--- src/rtl/clock_set_ctrl.sv ---
// clock_set_ctrl: mode/setting controller for a min:sec clock.
//
// Sequences RUN -> SET_MIN -> SET_SEC -> RUN on MODE pulses. While setting,
// time is frozen, UP steps the selected field, the selected digit pair
// blinks at the EN1HZ rate, and the controller drops back to RUN after
// TIMEOUT idle EN1HZ ticks.
//
// Ports:
//   CLK        in   50 MHz system clock, rising edge
//   RST        in   asynchronous reset, active low
//   EN1HZ      in   one-CLK-wide 1 Hz enable
//   MODE       in   debounced one-cycle pulse, steps the setting mode
//   UP         in   debounced one-cycle pulse, increments the selected field
//   CLR        in   debounced one-cycle pulse, clears the time
//   SEC_EN     out  seconds counter enable (EN1HZ gated to RUN), combinational
//   SEC_INC    out  one-cycle seconds increment strobe, registered
//   MIN_INC    out  one-cycle minutes increment strobe, registered
//   CNT_CLR    out  one-cycle clear strobe for both counters, registered
//   BLANK_SEC  out  blank the seconds digit pair
//   BLANK_MIN  out  blank the minutes digit pair
//   SETTING    out  high in either setting state (decimal-point indicator)
//
// State table:
//   state   | meaning
//   RUN     | normal timekeeping, SEC_EN follows EN1HZ, UP ignored
//   SET_MIN | time frozen, UP increments minutes, minutes blink
//   SET_SEC | time frozen, UP increments seconds, seconds blink
//
// TIMEOUT must be in 2..15 (the idle counter is 4 bits wide).

module clock_set_ctrl #(
    parameter int TIMEOUT = 10
) (
    input  logic CLK,
    input  logic RST,
    input  logic EN1HZ,
    input  logic MODE,
    input  logic UP,
    input  logic CLR,
    output logic SEC_EN,
    output logic SEC_INC,
    output logic MIN_INC,
    output logic CNT_CLR,
    output logic BLANK_SEC,
    output logic BLANK_MIN,
    output logic SETTING
);

    typedef enum logic [1:0] {
        RUN     = 2'd0,
        SET_MIN = 2'd1,
        SET_SEC = 2'd2
    } state_t;

    // The edge that would carry the idle count to TIMEOUT is the edge that
    // leaves the setting state, so the stored count tops out at TIMEOUT-1.
    localparam logic [3:0] IDLE_LAST = 4'(TIMEOUT - 1);

    state_t     state;
    state_t     state_nxt;
    logic [3:0] idle_cnt;
    logic       phase;
    logic       sec_inc_q;
    logic       min_inc_q;
    logic       cnt_clr_q;

    logic       in_setting;
    logic       activity;
    logic       timeout_hit;
    logic       state_change;

    assign in_setting   = (state != RUN);
    assign activity     = MODE | UP | CLR;
    // Any button press in the same cycle counts as activity and defers the timeout.
    assign timeout_hit  = in_setting && EN1HZ && !activity && (idle_cnt == IDLE_LAST);
    assign state_change = (state_nxt != state);

    always_comb begin
        state_nxt = state;
        if (MODE) begin
            case (state)
                RUN:     state_nxt = SET_MIN;
                SET_MIN: state_nxt = SET_SEC;
                SET_SEC: state_nxt = RUN;
                default: state_nxt = RUN;
            endcase
        end else if (timeout_hit) begin
            state_nxt = RUN;
        end
    end

    always_ff @(posedge CLK or negedge RST) begin
        if (!RST) begin
            state <= RUN;
        end else begin
            state <= state_nxt;
        end
    end

    always_ff @(posedge CLK or negedge RST) begin
        if (!RST) begin
            idle_cnt <= 4'd0;
        end else if (state_change || activity) begin
            idle_cnt <= 4'd0;
        end else if (in_setting && EN1HZ) begin
            idle_cnt <= idle_cnt + 4'd1;
        end
    end

    // Phase restarts at 0 on every state entry so the digits are visible
    // right after a mode change; RUN never toggles it.
    always_ff @(posedge CLK or negedge RST) begin
        if (!RST) begin
            phase <= 1'b0;
        end else if (state_change) begin
            phase <= 1'b0;
        end else if (in_setting && EN1HZ) begin
            phase <= ~phase;
        end
    end

    // Strobes are sampled from single-cycle pulses, so each pulse yields
    // exactly one strobe cycle. MODE or CLR in the same cycle drops the UP.
    always_ff @(posedge CLK or negedge RST) begin
        if (!RST) begin
            sec_inc_q <= 1'b0;
            min_inc_q <= 1'b0;
            cnt_clr_q <= 1'b0;
        end else begin
            sec_inc_q <= UP && !MODE && !CLR && (state == SET_SEC);
            min_inc_q <= UP && !MODE && !CLR && (state == SET_MIN);
            cnt_clr_q <= CLR;
        end
    end

    assign SEC_EN    = EN1HZ && (state == RUN);
    assign SEC_INC   = sec_inc_q;
    assign MIN_INC   = min_inc_q;
    assign CNT_CLR   = cnt_clr_q;
    assign BLANK_MIN = (state == SET_MIN) && phase;
    assign BLANK_SEC = (state == SET_SEC) && phase;
    assign SETTING   = in_setting;

endmodule
--- config.mk ---
export PLATFORM = sky130hd
export DESIGN_NAME = clock_set_ctrl
export DESIGN_NICKNAME = d
export VERILOG_FILES = /design/src/rtl/clock_set_ctrl.sv
export SDC_FILE = /design/constraint.sdc
export NUM_CORES = 1
export LEC_CHECK = 0
export CELL_PAD_IN_SITES_DETAIL_PLACEMENT = 1
export CELL_PAD_IN_SITES_GLOBAL_PLACEMENT = 2
export CORE_UTILIZATION = 27
export CTS_CLUSTER_SIZE = 14
export DETAILED_ROUTE_END_ITERATION = 16
export GPL_TIMING_DRIVEN = 0
export PLACE_DENSITY = 0.73
export SYNTH_ARGS = -nofsm -noshare
export SYNTH_HDL_FRONTEND = slang
export SYNTH_SLANG_ARGS = --single-unit
--- constraint.sdc ---
create_clock -name CLK -period 1.6 [get_ports CLK]
set_input_delay 0.24 -clock CLK [delete_from_list [all_inputs] [get_ports CLK]]
set_output_delay 0.24 -clock CLK [all_outputs]
set_load 0.01 [all_outputs]
==> results.py <==
metrics = {
    "route": {
        "ant_nets": 0,
        "drt_pre_antenna_iters": 2,
        "drt_drc_violations_left": 0,
        "wire_per_inst_um": 12.1,
        "vias_per_cell": 4.81,
        "via_count": 457,
        "drtIter0Drc": 2,
        "routed_wl_mm": 1.15,
    },
    "critical_path": {
        "path_class": "reg -> reg",
        "critPathMaxFanout": 5,
        "worst_setup_path_start_kind": "register",
        "rr_endpoint": "idle_cnt[2]$_DFFE_PN0P_",
        "arrival_ps": 1750,
        "regToRegSetupSlack_ps": 40,
        "required_ps": 1800,
        "reg2reg_depth": 4,
        "cp-end-kind": "register",
        "r2r_start": "idle_cnt[0]$_DFFE_PN0P_",
    },
    "clocking": {
        "cts_root_buf": "clkbuf_4",
        "clock_latency_ps": 260,
        "htree_levels": 1,
        "numCtsBuffers": 3,
        "cts.sinks": 10,
        "cts.reportedPaths.clkPinSlew_ps": 70,
        "clk_path_buf_depth": 2,
        "cts_tree": "done",
    },
    "sta": {
        "setup_slack_ps": 40.7,
        "relSlewSlack_pct": 68.6,
        "timing.fmax_mhz": 641,
        "layout_min_cycle_time_ps": 1560,
        "rsz0062_at_grt": "true",
        "period_share_pct": 97.5,
        "setup_tns_ps": 0,
        "finalSetupViolCount": 0,
        "hold_viol": 0,
        "worstMarginPinSlew_ps": 469,
        "slew_violations": 0,
        "clock_skew_ps": 2.26,
    },
    "yosys": {
        "syn_inst": 48,
        "yosysSeqAreaShare_pct": 51.3,
        "ys_ff_latch": 10,
        "synth_commonest_cells": "dfrtp_1 (10), a21oi_1 (4), nand2_1 (4), or3_1 (4), inv_1 (3)",
        "yosys_warnings": 0,
        "synth_top_area_share_pct": 51.3,
        "ys.flop_type": "dfrtp_1",
        "synth_most_common_cell": "dfrtp_1",
        "synthArstFlopShare_pct": 100,
        "yosysTopAreaCell": "dfrtp_1",
        "avgSynthCellArea_um2": 10.2,
        "synth_edf_count": 0,
        "yosysUniqueCellTypes": 21,
        "synth.area.top_cells": "dfrtp_1 (51%), ha_1 (5.1%), or3_1 (5.1%)",
        "syn-num-nets": 56,
        "syn_area_um2": 488,
    },
    "grt": {
        "antenna_found_initial": 0,
        "grt.total_usage_pct": 14.2,
        "grt_max_degree": 11,
        "grt_pass1_wl_mm": 2.04,
        "grt_pass1_vias": 471,
        "overflow": 0,
    },
    "power_and_ir_drop": {
        "vdd_drop_max_v": 0.000499,
        "switching_share_pct": 29.9,
        "p_int_w": 0.000596,
        "power_density_nw_per_um2": 1160,
        "comb_power_share_pct": 35.3,
        "p_leak_nw": 0.336,
        "seq_power_share_pct": 38.2,
        "pwr-share-clk_pct": 26.5,
        "switching_power_w": 0.000255,
    },
    "placement": {
        "gp_congestion": 0.703,
        "post-dp-hpwl_um": 828,
        "dp_slack_ps": -56.3,
        "port_buffers": 12,
    },
    "floorplan": {
        "start_util_pct": 30.6,
        "rows": 14,
        "die_h_um": 44.5,
        "dieArea_um2": 1980,
        "io_pins": 13,
        "fp.dieW_um": 44.5,
        "fp.coreArea_um2": 1590,
    },
    "finish": {
        "antenna_cells": 0,
        "syn_to_final_growth_pct": 50.8,
        "drive_above_1_share_pct": 26.8,
        "utilization_pct": 46.2,
        "nNetsFinal": 80,
    },
    "status": {
        "outcome": "complete, no violations",
    },
    "job": {
        "cap_violations": 0,
    },
    "min_path": {
        "holdCritPathClass": "in -> async",
    },
}
==> per-stage QoR <==
step	std cells	total power [W]	hold slack, ps	cell area (um^2)
finish	95	0.000851	298	736
global route	95	0.000909	325	736
CTS	93	0.000865	304	722
detailed placement	84	0.000542	559	638
global placement	84	0.000542	546	638
floorplan	48	0.000429	-55.6	488
==> layer usage <==
metal | up-vias | global-route usage, % | wire, um
li1 | 222 | - | -
met1 | 220 | 17.8 | 559
met2 | 13 | 23.2 | 528
met3 | 2 | 2.45 | 46
met4 | 0 | 7.27 | 12
met5 | - | 0 | 0
==> power by group through the flow <==
stage / combinational [W] / clock, W / sequential (W)
detailed placement: 0.000214 / 0 / 0.000329
floorplan: 0.000110 / 0 / 0.000320
finish: 0.000301 / 0.000226 / 0.000325
global placement: 0.000212 / 0 / 0.000329
CTS: 0.000304 / 0.000237 / 0.000324
global route: 0.000327 / 0.000252 / 0.000330
==> critical path, cell delays in order (launching register included) <==
cell     delay, ps
dfrtp_1        420
ha_1           220
and3b_1        230
or4_1          500
a21oi_2        120
==> cells in the final DEF, fill, tap and decap left out, drive strengths merged, types with 2 or more instances in the layout <==
cell type | netlist | routed
or3 | 4 | 4
dlygate4sd2 | 0 | 2
nand3 | 2 | 2
inv | 3 | 3
ha | 2 | 2
clkdlybuf4s50 | 0 | 8
a21oi | 4 | 4
and2 | 2 | 2
nand2 | 4 | 4
nor2 | 2 | 2
clkbuf | 0 | 5
and3b | 2 | 2
buf | 0 | 8
dfrtp | 10 | 10
o21ai | 2 | 2
a31oi | 2 | 2
a22o | 2 | 2
==> kinds of logic (layout without fill, tap and decap cells) <==
| group | count (synthesis) | after routing | share of synthesized area, % |
|---|---|---|---|
| buffers and inverters | 3 | 26 | 2.31 |
| AO/OA/AOI/OAI | 11 | 11 | 14.9 |
| adder cells (fa/ha/maj) | 2 | 2 | 5.13 |
| flip-flops | 10 | 10 | 51.3 |
| AND/OR/NAND/NOR | 22 | 22 | 26.4 |
==> how the worst max path moves through the flow <==
stage	startpoint	end	slack, ps	cells past startpoint
after detailed placement	EN1HZ	SEC_EN	-60	3
after CTS	state[1]$_DFF_PN0_	BLANK_MIN	20	4
after global routing	idle_cnt[0]$_DFFE_PN0P_	idle_cnt[2]$_DFFE_PN0P_	-60	4
after global placement	EN1HZ	SEC_EN	-60	3
after floorplan	idle_cnt[0]$_DFFE_PN0P_	idle_cnt[2]$_DFFE_PN0P_	140	4
final	idle_cnt[0]$_DFFE_PN0P_	idle_cnt[2]$_DFFE_PN0P_	40	4
==> state kept, by name, indices dropped and copies added (netlist names) <==
| signal | cells |
|---|---|
| CNT_CLR | 1 |
| MIN_INC | 1 |
| phase | 1 |
| idle_cnt | 4 |
| state | 2 |
| SEC_INC | 1 |
==> what timing repair did <==
item | CTS | global route
gates resized for setup | 14 | 2
hold buffers | 0 | 0
setup buffers | 5 | 2
endpoints found under the setup margin | 4 | 2
pin swaps | 0 | 0
==> final cells by class <==
| class | instances | area, um^2 |
|---|---|---|
| Clock buffer | 4 | 36.3 |
| Sequential cell | 10 | 253 |
| Timing Repair Buffer | 19 | 160 |
| Multi-Input combinational cell | 35 | 245 |
| Inverter | 3 | 11.3 |
| Tap cell | 24 | 30.0 |
| Fill cell | 179 | 858 |
(Power assumes the default switching activity.)
